$ cat src/rtl/stdp_pkg.sv
// Shared constants, update-kind enum and STDP step-size function for the plastic synapse.
package stdp_pkg;

  localparam int WINDOW    = 16;
  localparam int DELTA_MAX = 16;
  localparam int W_MAX     = 255;
  localparam int TIMER_W   = $clog2(WINDOW) + 1;

  typedef enum logic [1:0] {
    UPD_NONE = 2'd0,
    UPD_LTP  = 2'd1,
    UPD_LTD  = 2'd2
  } upd_t;

  // Step halves every quarter window; returns 0 once shifted past all bits.
  function automatic logic [7:0] stdp_delta(input int dt, input int window, input int delta_max);
    int quarter;
    int shamt;
    quarter = (window / 4 > 0) ? window / 4 : 1;
    shamt   = dt / quarter;
    if (shamt > 30) begin
      return 8'd0;
    end
    return 8'(delta_max >> shamt);
  endfunction

endpackage

$ cat src/rtl/spike_timer.sv
// Cycles-since-last-spike counter, saturating at WINDOW (WINDOW means "no recent spike").
module spike_timer
  import stdp_pkg::*;
#(
  parameter int WINDOW = stdp_pkg::WINDOW,
  parameter int TW     = $clog2(WINDOW) + 1
) (
  input  logic          clk,
  input  logic          rst_n,
  input  logic          spike,
  output logic [TW-1:0] count
);

  localparam logic [TW-1:0] SAT = TW'(WINDOW);

  logic [TW-1:0] count_q;
  logic [TW-1:0] count_d;

  always_comb begin
    count_d = count_q;
    if (spike) begin
      count_d = '0;
    end else if (count_q != SAT) begin
      count_d = count_q + 1'b1;
    end
  end

  always_ff @(posedge clk or negedge rst_n) begin
    if (!rst_n) begin
      count_q <= SAT;
    end else begin
      count_q <= count_d;
    end
  end

  assign count = count_q;

endmodule

$ cat src/rtl/stdp_synapse.sv
// Pair-based STDP synapse: spike timers, two-stage weight update pipeline and registered output current.
module stdp_synapse
  import stdp_pkg::*;
#(
  parameter int W_INIT    = 1,
  parameter int W_MAX     = stdp_pkg::W_MAX,
  parameter int WINDOW    = stdp_pkg::WINDOW,
  parameter int DELTA_MAX = stdp_pkg::DELTA_MAX
) (
  input  logic       clk,
  input  logic       rst_n,
  input  logic       pre_spike,
  input  logic       post_spike,
  input  logic       learn_en,
  output logic [7:0] weight,
  output logic [7:0] syn_current,
  output logic       update_w_flag,
  output logic       ltp_flag,
  output logic [4:0] time_diff
);

  localparam int            TW    = $clog2(WINDOW) + 1;
  localparam logic [TW-1:0] WIN   = TW'(WINDOW);
  localparam logic [8:0]    WMAX9 = 9'(W_MAX);

  logic [TW-1:0] t_pre;
  logic [TW-1:0] t_post;

  spike_timer #(.WINDOW(WINDOW), .TW(TW)) u_t_pre (
    .clk   (clk),
    .rst_n (rst_n),
    .spike (pre_spike),
    .count (t_pre)
  );

  spike_timer #(.WINDOW(WINDOW), .TW(TW)) u_t_post (
    .clk   (clk),
    .rst_n (rst_n),
    .spike (post_spike),
    .count (t_post)
  );

  upd_t          upd;
  logic [TW-1:0] dt_sel;

  logic          s1_valid_q, s1_valid_d;
  logic          s1_ltp_q,   s1_ltp_d;
  logic [7:0]    s1_delta_q, s1_delta_d;
  logic [TW-1:0] s1_dt_q,    s1_dt_d;

  // dt is the opposite timer before this edge; coincident spikes never trigger.
  always_comb begin
    upd    = UPD_NONE;
    dt_sel = t_pre;
    if (learn_en && post_spike && !pre_spike && (t_pre < WIN)) begin
      upd    = UPD_LTP;
      dt_sel = t_pre;
    end else if (learn_en && pre_spike && !post_spike && (t_post < WIN)) begin
      upd    = UPD_LTD;
      dt_sel = t_post;
    end
    s1_valid_d = (upd != UPD_NONE);
    s1_ltp_d   = (upd == UPD_LTP);
    s1_delta_d = stdp_delta(int'(dt_sel), WINDOW, DELTA_MAX);
    s1_dt_d    = dt_sel;
  end

  always_ff @(posedge clk or negedge rst_n) begin
    if (!rst_n) begin
      s1_valid_q <= 1'b0;
      s1_ltp_q   <= 1'b0;
      s1_delta_q <= '0;
      s1_dt_q    <= '0;
    end else begin
      s1_valid_q <= s1_valid_d;
      s1_ltp_q   <= s1_ltp_d;
      s1_delta_q <= s1_delta_d;
      s1_dt_q    <= s1_dt_d;
    end
  end

  logic [7:0] weight_q,      weight_d;
  logic [7:0] syn_current_q, syn_current_d;
  logic       upd_flag_q,    upd_flag_d;
  logic       ltp_flag_q,    ltp_flag_d;
  logic [4:0] time_diff_q,   time_diff_d;
  logic [8:0] w_sum;
  logic [8:0] w_diff;

  // Nine-bit arithmetic so the carry/borrow tells us when to clamp.
  always_comb begin
    w_sum       = {1'b0, weight_q} + {1'b0, s1_delta_q};
    w_diff      = {1'b0, weight_q} - {1'b0, s1_delta_q};
    weight_d    = weight_q;
    ltp_flag_d  = ltp_flag_q;
    time_diff_d = time_diff_q;
    upd_flag_d  = s1_valid_q;
    if (s1_valid_q) begin
      ltp_flag_d  = s1_ltp_q;
      time_diff_d = 5'(s1_dt_q);
      if (s1_ltp_q) begin
        weight_d = (w_sum > WMAX9) ? WMAX9[7:0] : w_sum[7:0];
      end else begin
        weight_d = w_diff[8] ? 8'd0 : w_diff[7:0];
      end
    end
    syn_current_d = pre_spike ? weight_q : 8'd0;
  end

  always_ff @(posedge clk or negedge rst_n) begin
    if (!rst_n) begin
      weight_q      <= 8'(W_INIT);
      syn_current_q <= '0;
      upd_flag_q    <= 1'b0;
      ltp_flag_q    <= 1'b0;
      time_diff_q   <= '0;
    end else begin
      weight_q      <= weight_d;
      syn_current_q <= syn_current_d;
      upd_flag_q    <= upd_flag_d;
      ltp_flag_q    <= ltp_flag_d;
      time_diff_q   <= time_diff_d;
    end
  end

  assign weight        = weight_q;
  assign syn_current   = syn_current_q;
  assign update_w_flag = upd_flag_q;
  assign ltp_flag      = ltp_flag_q;
  assign time_diff     = time_diff_q;

endmodule

$ cat config.mk
export PLATFORM = sky130hd
export DESIGN_NAME = stdp_synapse
export DESIGN_NICKNAME = d
export VERILOG_FILES = /design/src/rtl/stdp_pkg.sv /design/src/rtl/spike_timer.sv /design/src/rtl/stdp_synapse.sv
export SDC_FILE = /design/constraint.sdc
export NUM_CORES = 1
export LEC_CHECK = 0
export CAP_MARGIN = 15
export CORE_ASPECT_RATIO = 1.2
export CORE_MARGIN = 1.5
export CORE_UTILIZATION = 50
export CTS_CLUSTER_SIZE = 12
export DETAILED_ROUTE_END_ITERATION = 10
export GPL_TIMING_DRIVEN = 0
export PLACE_DENSITY = 0.73
export REMOVE_ABC_BUFFERS = 1
export SYNTH_ARGS = -nofsm -noshare
export SYNTH_HDL_FRONTEND = slang
export SYNTH_SLANG_ARGS = --single-unit
$ cat constraint.sdc
create_clock -name clk -period 2.7 [get_ports clk]
set_input_delay 0.54 -clock clk [delete_from_list [all_inputs] [get_ports clk]]
set_output_delay 0.54 -clock clk [all_outputs]
set_load 0.02 [all_outputs]
## Word-level counts from Yosys, hierarchy flattened

Index checks and enable logic that the tools add are counted.

| word-level totals | value |
|---|---|
| bits in writable memories | 0 |
| flip-flop bits (word level) | 48 |
| input port bits | 5 |
| logic and storage cells | 49 |
| bits in latches | 0 |
| memories | 0 |
| bits in read-only memories | 0 |

| operators by class | value |
|---|---|
| add/subtract/negate cells | 4 |
| shift-type cells | 1 |
| eq/ne operators | 3 |
| div/mod/pow operators | 0 |
| $lt $le $gt $ge | 4 |
| bitwise gates (word level) | 0 |
| multiplexer cells | 15 |
| reduce and logical (&&, ||, !) cells | 11 |
| multipliers | 0 |

Operator list:

| cell | number |
|---|---|
| $mux W8 | 6 |
| $mux W5 | 6 |
| $add A5 B1 Y5 const B | 2 |
| $lt A5 B5 Y1 const B | 2 |
| $ne A5 B5 Y1 const B | 2 |
| $add A8 B8 Y9 | 1 |
| $gt A9 B8 Y1 const B | 1 |
| $sub A8 B8 Y9 | 1 |
| $shr A5 B3 Y8 const A | 1 |
| $logic_and A1 B1 Y1 | 6 |
| $reduce_bool A2 Y1 | 3 |
| $gt A3 B5 Y1 const B | 1 |
| $mux W2 | 2 |
| $eq A2 B1 Y1 const B | 1 |
| $logic_not A1 Y1 | 2 |
| $mux W1 | 1 |

## Logic depth before layout (Yosys ltp)

| logic depth | value |
|---|---|
| depth in word-level cells | 8 |
| depth in mapped cells | 9 |
| depth with buffers taken out | 9 |

## Hierarchy

Synthesis repeated with hierarchy kept, for this count alone.

| second synthesis, totals | value |
|---|---|
| cell total of the unflattened synthesis | 233 |
| area total of the unflattened synthesis | 2483.6 µm² |

Modules (own cells, without submodules):

| module | cells an instance | instances | area an instance (µm²) |
|---|---|---|---|
| stdp_synapse | 181 | 1 | 1905.6 |
| spike_timer | 26 | 2 | 289.0 |

## Worst setup path before layout

Ideal clock, no wire load.

| path | value |
|---|---|
| path kind | register to register |
| start | reg weight_q[0], in the netlist weight[0] |
| end | reg weight_q[2], in the netlist weight[2] |
| cell stages (with the launch flop) | 9 |
| required time | 2574 ps |
| library setup time | 126 ps |
| setup slack | 711 ps |
| path buffers | 0 |
| arrival time | 1863 ps |
| cell sequence | dfstp_2 -> inv_1 -> ha_1 -> inv_1 -> fa_1 -> a211o_1 -> o211ai_2 -> a21oi_1 -> a221o_1 |

| between the ends | value |
|---|---|
| cells in the longest elaborated chain, start to end | 4 |

Ends and longest elaborated chain:

| what | RTL line | source |
|---|---|---|
| from (decl) | stdp_synapse.sv:82 | `logic [7:0] weight_q, weight_d;` |
| from (signal assigned) | stdp_synapse.sv:112 | `weight_q <= 8'(W_INIT);` |
| from (signal assigned) | stdp_synapse.sv:118 | `weight_q <= weight_d;` |
| $add A8 B8 Y9 | stdp_synapse.sv:92 | `w_sum = {1'b0, weight_q} + {1'b0, s1_delta_q};` |
| $gt A9 B8 Y1 | stdp_synapse.sv:102 | `weight_d = (w_sum > WMAX9) ? WMAX9[7:0] : w_sum[7:0];` |
| $mux W8 | stdp_synapse.sv:102 |  |
| $mux W8 * | stdp_synapse.sv:101 | `if (s1_ltp_q) begin` |

Every way passes the cells marked *; elsewhere a longest branch is shown, timed or not.
A chain may end at the register's enable or synchronous reset.

## Final worst setup path

| path | value |
|---|---|
| start | in pre_spike |
| end | reg s1_delta_q[4] |

| between the ends | value |
|---|---|
| cells in the longest elaborated chain, start to end | 8 |

Ends and longest elaborated chain:

| what | RTL line | source |
|---|---|---|
| from (decl) | stdp_synapse.sv:12 | `input logic pre_spike,` |
| $logic_and A1 B1 Y1 (3 in a row) | stdp_synapse.sv:58 | `end else if (learn_en && pre_spike && !post_spike && (t_post < WIN)) begin` |
| $mux W5 | stdp_synapse.sv:58 |  |
| $mux W5 * | stdp_synapse.sv:55 | `if (learn_en && post_spike && !pre_spike && (t_pre < WIN)) begin` |
| named net dt_sel[2] | stdp_synapse.sv:44 | `logic [TW-1:0] dt_sel;` |
| $gt A3 B5 Y1 | stdp_pkg.sv:21 | `if (shamt > 30) begin` |
| $mux W1 | stdp_pkg.sv:21 |  |
| $mux W8 * | stdp_pkg.sv:24 | `return 8'(delta_max >> shamt);` |
| named net s1_delta_d[4] | stdp_synapse.sv:48 | `logic [7:0] s1_delta_q, s1_delta_d;` |
| to (signal assigned) | stdp_synapse.sv:77 | `s1_delta_q <= s1_delta_d;` |
| to (decl) | stdp_synapse.sv:48 |  |

The timed path passes the listed nets; every way through them passes the cells marked *.

==> flow_summary.toml <==
[status]
status = "completed"

[synthesis]
synth_enable_flop_cells = 0
yosysTopAreaCellShare = 0.449
synth_top_cell_by_area = "dfrtp_1"
async_reset_ff_frac = 1.00
synthTopCellsByCount = "dfrtp_1 (42), nor2_1 (23), ha_1 (14), inv_1 (13), nand2_1 (10)"
yosysSeqAreaShare = 0.483
syn-cell-area_um2 = 2340
yosys.cell_types.count = 48
synth.ff_latch_count = 45
yosysMostFrequentCell = "dfrtp_1"
yosys_warnings = 0
synth_area_per_cell_um2 = 10.6
synthFlopType = "dfrtp_1"
postSynthCellCount = 221
synth_top_cells_by_area = "dfrtp_1 (45%), ha_1 (7.5%), nor2_1 (3.7%), dfstp_2 (3.4%), xnor2_1 (2.6%)"

[setup_path]
path_class = "in -> reg"
reg2reg_depth = 9
cp.arrival_ns = 2.59
cp-startpoint = "pre_spike"
end_kind = "flop"
start_kind = "input port"
r2r-start = "weight[0]"
cp.required_ns = 2.93
worstPathMaxFanout = 15

[final_layout]
drive_gt1_frac = 0.120
n_antenna_cell = 0
multi_input_area_um2 = 1120
synthToLayoutAreaGrowth_pct = 19.3
fin_util = 0.612
stdcell_area_um2 = 2790
final-seq-area_um2 = 1130
layout.nets = 270
fillers = 388

[sta]
setup_viol = 0
fin_tns_setup_ns = 0
tightest_slew_ns = 0.590
skew_ns = 0.00386
rsz0062_at_grt = "no"
holdWs_ns = 0.165
min_period_ns = 2.36
finalCritPeriodShare = 0.873
fmax_mhz = 424
max_slew_margin = 0.607
finalHoldViolCount = 0
slew_violations = 0

[clock_tree]
path_clk_slew_ns = 0.08
cts_tree = "built"
cts.path.max_buffers = 2
cts.sinks = 45
ctsRootBufferMaster = "clkbuf_8"
ctsHoldBuffers = 0
h-tree-depth = 2
clk_latency_ns = 0.29
cts_buffers = 5

[routing]
wl_per_cell_um = 14.2
avgViaCountPerCell = 5.35
wl_um = 4370
drc = 0
ant_nets = 0
drtIter0Drc = 69
route.vias.total = 1647
dr.pass1.iters = 4

[placement]
gp_congestion = 0.889
dpl-instance-area_um2 = 2670
dp.final_hpwl_um = 3240
portBuffers = 27

[grt]
grtUsageTotal = 0.191
grt_max_degree = 30
grt_pass1_wl_um = 7420
grt_overflow = 0
antenna_found_initial = 0
first_global_vias = 1609

[power_and_ir_drop]
vdd_drop_max_mv = 0.360
cellLeakagePower_nw = 1.24
power.total_mw = 2.22
cellPowerDensity_nw_per_um2 = 794

[floorplanning]
initial_core_util = 0.513
rows = 27
die_x_um = 65.4
core_um2 = 4560
dieHeight_um = 77.9
die-area_um2 = 5100
pin_count = 28

[worst_hold_path]
min_path_type = "in -> async"

[job]
cap_violations = 0
repair_timing:
item                       in CTS  in global routing
setup buffers                   0                  0
setup endpoints to repair       0                  2
resized for setup               0                  1
where the power goes:
part / internal, mW / switching (mW) / total [mW]
sequential: 0.775 / 0.122 / 0.897
clock: 0.301 / 0.226 / 0.527
combinational: 0.368 / 0.425 / 0.792
cell type report:
class,instances,share of cell area
repair buffers,29,0.104
well taps,58,0.0260
clock inverters,2,0.0134
flip-flops and latches,45,0.405
clock buffers,6,0.0296
multi-input cells,153,0.402
inverters,15,0.0202
placed cells by master, fill, tap and decap left out, drive strengths merged, types with 2 or more instances in the layout:
master	count
clkdlybuf4s50	26
o211ai	3
nor4	4
fa	2
clkbuf	6
dfstp	3
nor2b	4
mux2	5
a221o	3
dfrtp	42
and2	8
a221oi	2
o21a	2
nand2b	5
nor3	7
a211o	2
ha	14
xnor2	7
buf	3
nor2	23
inv	15
nor4bb	2
o21ai	10
mux2i	5
xor2	6
a21oi	9
a31oi	3
nand2	10
nand3	4
nand4	2
cells by family (layout without fill, tap and decap cells):
kind of cell / Yosys count / after routing / share of synthesized area
AOI/OAI and AO/OA: 40 / 40 / 0.122
muxes: 10 / 10 / 0.0455
DFF: 45 / 45 / 0.483
and+or+nand+nor: 74 / 74 / 0.169
buffers and inverters: 23 / 52 / 0.0401
xor gates and xnor gates: 13 / 13 / 0.0487
adders and majority gates: 16 / 16 / 0.0920
flip-flops by register name, indices dropped and copies added, names as in the netlist:
name / count
syn_current: 8
s1_ltp_q: 1
u_t_pre.count: 5
u_t_post.count: 5
s1_valid_q: 1
update_w_flag: 1
s1_dt_q: 5
weight: 8
s1_delta_q: 5
time_diff: 5
ltp_flag: 1
final timing paths:
kind / end / slack, ns
setup / recovery: s1_delta_q[4] / 0.34
hold / removal: weight[1] / 0.17
setup reg to reg: weight[5] / 0.52
hold reg to reg: time_diff[3] / 0.48
max in group asynchronous: u_t_post.count[4] / 1.97
min in group clk: time_diff[3] / 0.48
per-layer routing:
layer	wire, um	vias to the layer above	GRT usage
li1	-	822	-
met1	1880	795	0.216
met2	2320	25	0.352
met3	97	5	0.0348
met4	69	0	0.0708
met5	0	-	0
worst max-delay path, stage by stage:
cell and delay, ns:
clkdlybuf4s50_1 0.81, nor4bb_2 0.49, buf_2 0.25, mux2i_1 0.31, inv_2 0.08, nor2_1 0.10
stage by stage:
step	std cells	setup WS [ns]
4_1_cts	308	0.157
3_5_place_dp	300	-0.146
2_1_floorplan	213	0.711
3_3_place_gp	298	-0.492
5_1_grt	308	0.116
6_report	308	0.344
(Power assumes the default switching activity.)
